[src/rtl/logic_unit_pipe.sv]
// Registered bitwise logic unit with valid/ready handshake and a
// multi-beat OR/AND accumulation mode that folds a packet into one result.
module logic_unit_pipe #(
  parameter int WIDTH = 8
) (
  input  logic             clk,
  input  logic             rst_n,
  input  logic             in_valid,
  output logic             in_ready,
  input  logic [WIDTH-1:0] in_a,
  input  logic [WIDTH-1:0] in_b,
  input  logic [2:0]       in_op,
  input  logic             in_last,
  output logic             out_valid,
  input  logic             out_ready,
  output logic [WIDTH-1:0] out_y,
  output logic             out_zero,
  output logic             acc_busy
);

  typedef enum logic {IDLE = 1'b0, ACC = 1'b1} state_t;

  state_t           state_q, state_d;
  logic [WIDTH-1:0] acc_q, acc_d;
  logic             acc_and_q, acc_and_d;
  logic             out_valid_q, out_valid_d;
  logic [WIDTH-1:0] out_y_q, out_y_d;
  logic             out_zero_q, out_zero_d;

  logic             accept;
  logic             produce;
  logic [WIDTH-1:0] result;
  logic [WIDTH-1:0] beat_or;
  logic [WIDTH-1:0] beat_and;
  logic [WIDTH-1:0] fold;

  assign in_ready  = !out_valid_q || out_ready;
  assign accept    = in_valid && in_ready;
  assign out_valid = out_valid_q;
  assign out_y     = out_y_q;
  assign out_zero  = out_zero_q;
  assign acc_busy  = (state_q == ACC);

  assign beat_or  = in_a | in_b;
  assign beat_and = in_a & in_b;
  // Inside a packet the opcode latched on the first beat decides the fold.
  assign fold     = acc_and_q ? (acc_q & beat_and) : (acc_q | beat_or);

  always_comb begin
    state_d   = state_q;
    acc_d     = acc_q;
    acc_and_d = acc_and_q;
    produce   = 1'b0;
    result    = '0;
    if (accept) begin
      if (state_q == IDLE) begin
        unique case (in_op)
          3'd0: begin produce = 1'b1; result = in_a & in_b;    end
          3'd1: begin produce = 1'b1; result = in_a | in_b;    end
          3'd2: begin produce = 1'b1; result = in_a ^ in_b;    end
          3'd3: begin produce = 1'b1; result = ~(in_a & in_b); end
          3'd4: begin produce = 1'b1; result = ~(in_a | in_b); end
          3'd5: begin produce = 1'b1; result = ~(in_a ^ in_b); end
          default: begin
            if (in_last) begin
              produce = 1'b1;
              result  = in_op[0] ? beat_and : beat_or;
            end else begin
              state_d   = ACC;
              acc_and_d = in_op[0];
              acc_d     = in_op[0] ? beat_and : beat_or;
            end
          end
        endcase
      end else begin
        if (in_last) begin
          produce = 1'b1;
          result  = fold;
          state_d = IDLE;
        end else begin
          acc_d = fold;
        end
      end
    end
  end

  // A new result may replace the one being handed off in the same cycle.
  always_comb begin
    out_valid_d = out_valid_q;
    out_y_d     = out_y_q;
    out_zero_d  = out_zero_q;
    if (produce) begin
      out_valid_d = 1'b1;
      out_y_d     = result;
      out_zero_d  = (result == '0);
    end else if (out_ready) begin
      out_valid_d = 1'b0;
    end
  end

  always_ff @(posedge clk or negedge rst_n) begin
    if (!rst_n) begin
      state_q     <= IDLE;
      acc_q       <= '0;
      acc_and_q   <= 1'b0;
      out_valid_q <= 1'b0;
      out_y_q     <= '0;
      out_zero_q  <= 1'b0;
    end else begin
      state_q     <= state_d;
      acc_q       <= acc_d;
      acc_and_q   <= acc_and_d;
      out_valid_q <= out_valid_d;
      out_y_q     <= out_y_d;
      out_zero_q  <= out_zero_d;
    end
  end

endmodule

[config.mk]
export PLATFORM = sky130hd
export DESIGN_NAME = logic_unit_pipe
export DESIGN_NICKNAME = d
export VERILOG_FILES = /design/src/rtl/logic_unit_pipe.sv
export SDC_FILE = /design/constraint.sdc
export NUM_CORES = 1
export LEC_CHECK = 0
export CORE_MARGIN = 4
export CORE_UTILIZATION = 40
export DETAILED_ROUTE_END_ITERATION = 7
export GPL_TIMING_DRIVEN = 0
export PLACE_DENSITY_LB_ADDON = 0.25
export REMOVE_ABC_BUFFERS = 1
export SYNTH_ARGS = -nofsm -noshare
export SYNTH_HDL_FRONTEND = slang
export SYNTH_SLANG_ARGS = --single-unit
[constraint.sdc]
create_clock -name clk -period 1.9 [get_ports clk]
set_input_delay 0.38 -clock clk [delete_from_list [all_inputs] [get_ports clk]]
set_output_delay 0.38 -clock clk [all_outputs]
set_load 0.05 [all_outputs]
==> results of run 1 <==
-- final timing paths --
kind	start	endpoint	slack (ps)	cells past startpoint
max reg2reg	acc_busy	out_zero	-160	7
min in group asynchronous	rst_n	out_valid	640	1
min reg2reg	out_y[6]	out_y[6]	490	2
max in group asynchronous	rst_n	acc_busy	570	1
max	acc_busy	out_zero	-160	7
min	out_y[6]	out_y[6]	490	2
-- power by group through the flow --
stage	registers (mW)	clock network, mW	logic, mW
4_1_cts	0.690	0.345	0.998
6_report	0.676	0.339	1.19
3_5_place_dp	0.696	0	0.927
3_3_place_gp	0.690	0	0.912
5_1_grt	0.698	0.366	1.28
2_1_floorplan	0.853	0	0.443
-- cell families (layout without fill, tap and decap cells) --
| group | count (synthesis) | after routing | synth area share |
|---|---|---|---|
| adders and majority gates | 16 | 16 | 0.0982 |
| DFF | 20 | 20 | 0.246 |
| and+or+nand+nor | 92 | 92 | 0.216 |
| muxes | 13 | 13 | 0.0724 |
| buffers and inverters | 34 | 74 | 0.0810 |
| xor gates and xnor gates | 1 | 1 | 0.00430 |
| AOI/OAI and AO/OA | 80 | 80 | 0.282 |
-- synthesized netlist by cell type (4+ instances only) --
library cell	count	area share
nand2_1	27	0.050
nor2_1	26	0.048
dfrtp_1	20	0.25
inv_1	19	0.035
a21oi_1	17	0.042
o21ai_0	17	0.042
ha_1	16	0.098
nor2b_1	13	0.040
nand3_1	10	0.025
and2_1	6	0.018
clkbuf_1	6	0.011
a32o_1	5	0.025
mux2_2	5	0.028
mux2i_1	5	0.025
o31ai_1	5	0.018
a32oi_1	4	0.017
buf_6	4	0.022
o21ba_1	4	0.020
-- area by class of cell --
| class | instances | share of cell area |
|---|---|---|
| timing repair buffer | 51 | 0.157 |
| clock buffer | 4 | 0.0188 |
| tap | 67 | 0.0286 |
| inverter | 19 | 0.0243 |
| sequential | 20 | 0.172 |
| multi-input combinational | 202 | 0.599 |
-- stage by stage --
stage | total power, mW | setup WS [ps] | TNS, ps | hold slack (ps)
4_1_cts | 2.03 | -289 | -537 | 489
3_5_place_dp | 1.62 | -1540 | -21540 | 471
3_3_place_gp | 1.60 | -2210 | -29500 | 477
2_1_floorplan | 1.30 | -854 | -7370 | 84.4
6_report | 2.21 | -158 | -158 | 495
5_1_grt | 2.35 | -198 | -377 | 530
-- flip-flops by register name (all words and copies together) (netlist names) --
signal	count
acc_and_q	1
acc_busy	1
acc_q	8
out_valid	1
out_y	8
out_zero	1
-- critical path: cells and delay by family, from the launching register on --
family | cells | cell delay (ps)
buffers and inverters | 2 | 290
AO/OA/AOI/OAI | 4 | 800
flip-flops | 1 | 440
AND/OR/NAND/NOR | 1 | 440
-- routing by layer --
| layer | up-vias | wire [um] | global-route usage | part of all wire |
|---|---|---|---|---|
| met4 | 0 | 106 | 0.0344 | 0.019 |
| met3 | 14 | 289 | 0.0327 | 0.052 |
| li1 | 996 | - | - | - |
| met1 | 959 | 2350 | 0.204 | 0.43 |
| met2 | 55 | 2770 | 0.295 | 0.50 |
| met5 | - | 0 | 0 | 0 |
-- timing repair --
item,in CTS,in global routing
hold endpoints to repair,0,0
buffers inserted,4,11
resized for setup,74,94
setup endpoints to repair,22,16
cloned,0,0
pin swaps,21,29
==> out/results.ini, run 1 <==
[timing]
min_period_ps = 2060
drv_slew = 0
skew_ps = 3.44
fin_crit_sh = 1.08
setup_violations = 1
rsz0062_at_grt = true
max_slew.worst_pin.slew_ps = 955
relSlewSlack = 0.361
finalHoldViolations = 0
max_freq_ghz = 0.486
fin_ws_ps = -158

[power_and_ir_drop]
p_per_area_nw_per_um2 = 753
leakage_nw = 1.23
p_switching_mw = 0.926
internal_power_mw = 1.28
power.share.clock = 0.154
irDropWorstVdd_mv = 0.585
pwr-share-seq = 0.306
swShare = 0.420
pwr-share-comb = 0.540

[global_routing]
grt_max_degree = 30
grt.total_usage = 0.165
antenna_found_initial = 0
grt-ovfl-total = 0
grt_pass1_vias = 1920
grt_pass1_wl_um = 8560

[final_layout]
antennaDiodeCount = 0
final_nets = 337
final_common_cell = nand2_1
area_growth_pct = 43.8
final_area_um2 = 2930
regArea_um2 = 505
nFillCells = 430
fin_cells = 363
final_layout_size_suffix_gt1_frac = 0.378
multiInputGateArea_um2 = 1760
post-route-util = 0.609
mostFrequentLayoutCells = nand2_1 (26), nor2_1 (25), dfrtp_1 (18)

[floorplan]
die_h_um = 79.4
ios = 36
coreArea_um2 = 4820
dieArea_um2 = 6300
num_rows = 25
die_x_um = 79.4
initial_core_util = 0.423

[route]
viasPerCell = 5.58
drtIter0Drc = 80
ant_nets = 0
drc = 0
wire_per_inst_um = 15.2
vias = 2024
wl_um = 5520
first_pass_iters = 4

[synthesis]
postSynthCellCount = 256
yosys_warnings = 0
synth_seq_area_share = 0.246
synthFlopType = dfrtp_1
synth-edff-count = 0
yosys.cell_types.count = 47
synth-seq-cells = 20
async_flop_share = 1.00
avgSynthCellArea_um2 = 7.96
synth_area_um2 = 2040

[setup_path]
cp_max_fo = 6
path_common_cell = buf_4
path_class = flop to flop
startpoint_type = flop
max_stage_delay_ps = 440
cp_slowest_cell = dfrtp_4
arrival_ps = 2230
critical_path.endpoint_type = flop
cp_cell_sequence = buf_4 -> buf_4 -> o21ba_4 -> a32oi_2 -> o21ai_2 -> or4_4 -> o41ai_2
cp_data_required_time_ps = 2070

[clock_tree]
insertion_delay_ps = 270
clk_pin_slew_ps = 80
cts_tree = built
clkSinkCount = 20
clockBufferDepth = 2
cts_hold_buf = 0
cts_buffers = 3
cts-root-buf = clkbuf_8
cts_max_level = 1

[outcome]
status = complete, but fails checks
violations = setup timing

[place]
io_buffer_count = 35
placed_cells = 344
placed_cell_area_um2 = 2390
hpwl_um = 3470
globalplace.congestion = 0.784

[flow_run]
drv_cap = 0

[hold_path]
hold_class = flop to flop

(Power assumes the default switching activity.)
==> inputs of run 2 (changes only) <==
--- a/config.mk
+++ b/config.mk
@@ -9,7 +9,7 @@
 export CORE_UTILIZATION = 40
 export DETAILED_ROUTE_END_ITERATION = 7
 export GPL_TIMING_DRIVEN = 0
-export PLACE_DENSITY_LB_ADDON = 0.25
+export PLACE_DENSITY = 0.63
 export REMOVE_ABC_BUFFERS = 1
 export SYNTH_ARGS = -nofsm -noshare
 export SYNTH_HDL_FRONTEND = slang
==> run 2 against run 1 <==
The flow still finishes with violations (setup timing). Final area down 5.8%. Critical path depth down 1. Sequential power about the same. Sequential share of layout area up 1.1 points. Die area unchanged. Sequential cell count unchanged. Maximum frequency up 0.89%. First-iteration DRC count up 6.3%. Setup slack better by 18 ps. Clock power up 2%. Via count down 0.35%. Register-to-register slack better by 20 ps. Critical path type unchanged.
==> out/results.ini, run 2 (synthesized netlist as in run 1, its figures left out) <==
[outcome]
status = complete, but fails checks
violations = setup timing

[power_and_ir_drop]
p_per_area_nw_per_um2 = 766
pwr-share-seq = 0.321
pwr-share-comb = 0.515
power.share.clock = 0.164
irDropWorstVdd_mv = 0.433
swShare = 0.422
internal_power_mw = 1.22
leakage_nw = 1.18
p_total_mw = 2.11
p_switching_mw = 0.892

[timing]
fin_ws_ps = -140
drv_slew = 0
finalHoldViolations = 0
rsz0062_at_grt = true
timing.hold.ws_ps = 496
setup_violations = 1
max_freq_ghz = 0.490
relSlewSlack = 0.364
max_slew.worst_pin.slew_ps = 951
fin_crit_sh = 1.07
min_period_ps = 2040
skew_ps = 3.03

[global_routing]
grt-ovfl-total = 0
antenna_found_initial = 0
grt_pass1_wl_um = 8950
grt_pass1_vias = 1906
grt.total_usage = 0.173
grt_max_degree = 30

[final_layout]
area_growth_pct = 35.5
fin_cells = 361
antennaDiodeCount = 0
final_layout_size_suffix_gt1_frac = 0.296
final_nets = 335
mostFrequentLayoutCells = nand2_1 (26), nor2_1 (26), dfrtp_1 (18)
final_area_um2 = 2760
nFillCells = 471

[clock_tree]
cts_hold_buf = 0
cts_tree = built
insertion_delay_ps = 270
clkSinkCount = 20
cts-root-buf = clkbuf_8
clockBufferDepth = 2
cts_max_level = 1
cts_buffers = 3
clk_pin_slew_ps = 80

[setup_path]
r2r-start = acc_busy
rrSetupSlack_ps = -140
startpoint_type = flop
cp_max_fo = 14
critical_path.endpoint_type = flop
reg2reg_to = out_zero
cp_data_required_time_ps = 2070
arrival_ps = 2210
rr_worst_depth = 6
crit_path_start = acc_busy
path_class = flop to flop

[place]
placed_cell_area_um2 = 2390
hpwl_um = 3520
io_buffer_count = 35
globalplace.congestion = 0.774
placed_cells = 344
pre_cts_slack_ps = -1490

[route]
wire_per_inst_um = 14.8
wl_um = 5340
drc = 0
viasPerCell = 5.59
wl_met3_um = 262
ant_nets = 0
wl_met1_um = 2440
drtIter0Drc = 85
dr_wl_met2_um = 2620
vias = 2017
dr.max_layer_used = met4
first_pass_iters = 4

[hold_path]
hp-start = out_y[6]
holdPathEnd = out_y[6]
hold_class = flop to flop
min_path_cells = 2

[floorplan]
num_rows = 25
die_h_um = 79.4
initial_core_util = 0.423
die_x_um = 79.4
dieArea_um2 = 6300
coreArea_um2 = 4820
ios = 36

[flow_run]
drv_cap = 0

## run 2: final cells by class
class	instances	area, um2	share of cell area
flip-flops and latches	20	505	0.183
repair buffers	49	440	0.159
well taps	67	83.8	0.0304
multi-input cells	202	1610	0.581
inverters	19	71.3	0.0258
clock buffers	4	55.1	0.0199
## run 2: timing repair
item | in CTS | in global routing
setup buffers | 11 | 2
pin swaps | 33 | 10
resized for setup | 90 | 19
hold endpoints to repair | 0 | 0
setup endpoints to repair | 22 | 8
## run 2: stage by stage
step                      setup TNS [ps]  utilization
after floorplan                    -7370            -
final                               -140        0.573
after global placement            -30900        0.494
after CTS                          -93.5        0.563
after detailed placement          -22750        0.497
after global routing                -321        0.573
## run 2: how the worst max path moves through the flow
stage / slack, ps / endpoint / depth (start not counted)
after floorplan: -850 / acc_q[4] / 4
after global placement: -2330 / acc_q[4] / 4
after detailed placement: -1490 / acc_q[4] / 5
after CTS: -90 / out_zero / 8
after global routing: -200 / out_zero / 8
final: -140 / out_zero / 6
## run 2: routing by layer
metal / vias to the layer above / GRT usage
met5: - / 0
met4: 0 / 0.0292
met3: 4 / 0.0260
met2: 47 / 0.306
met1: 974 / 0.227
li1: 992 / -
## run 2: worst max-delay path, cell delays in order, from the launching register on
cell,delay [ps]
dfrtp_4,470
buf_4,230
o21ba_4,180
a32oi_1,190
o21ai_1,130
or4_4,550
o41ai_2,190
## run 2: power by group through the flow
stage	Combinational (mW)	Clock [mW]	Sequential, mW
after floorplan	0.443	0	0.853
after global placement	0.917	0	0.695
after detailed placement	0.927	0	0.699
after CTS	1.06	0.345	0.677
after global routing	1.19	0.365	0.703
final	1.09	0.347	0.679
==> inputs of run 3 (changes only) <==
--- a/config.mk
+++ b/config.mk
@@ -8,6 +8,7 @@
 export CORE_MARGIN = 4
 export CORE_UTILIZATION = 40
 export DETAILED_ROUTE_END_ITERATION = 7
+export GPL_ROUTABILITY_DRIVEN = 1
 export GPL_TIMING_DRIVEN = 0
 export PLACE_DENSITY = 0.63
 export REMOVE_ABC_BUFFERS = 1
==> results of run 3 <==
Final layout, timing and power as in run 2 (identical DEF).
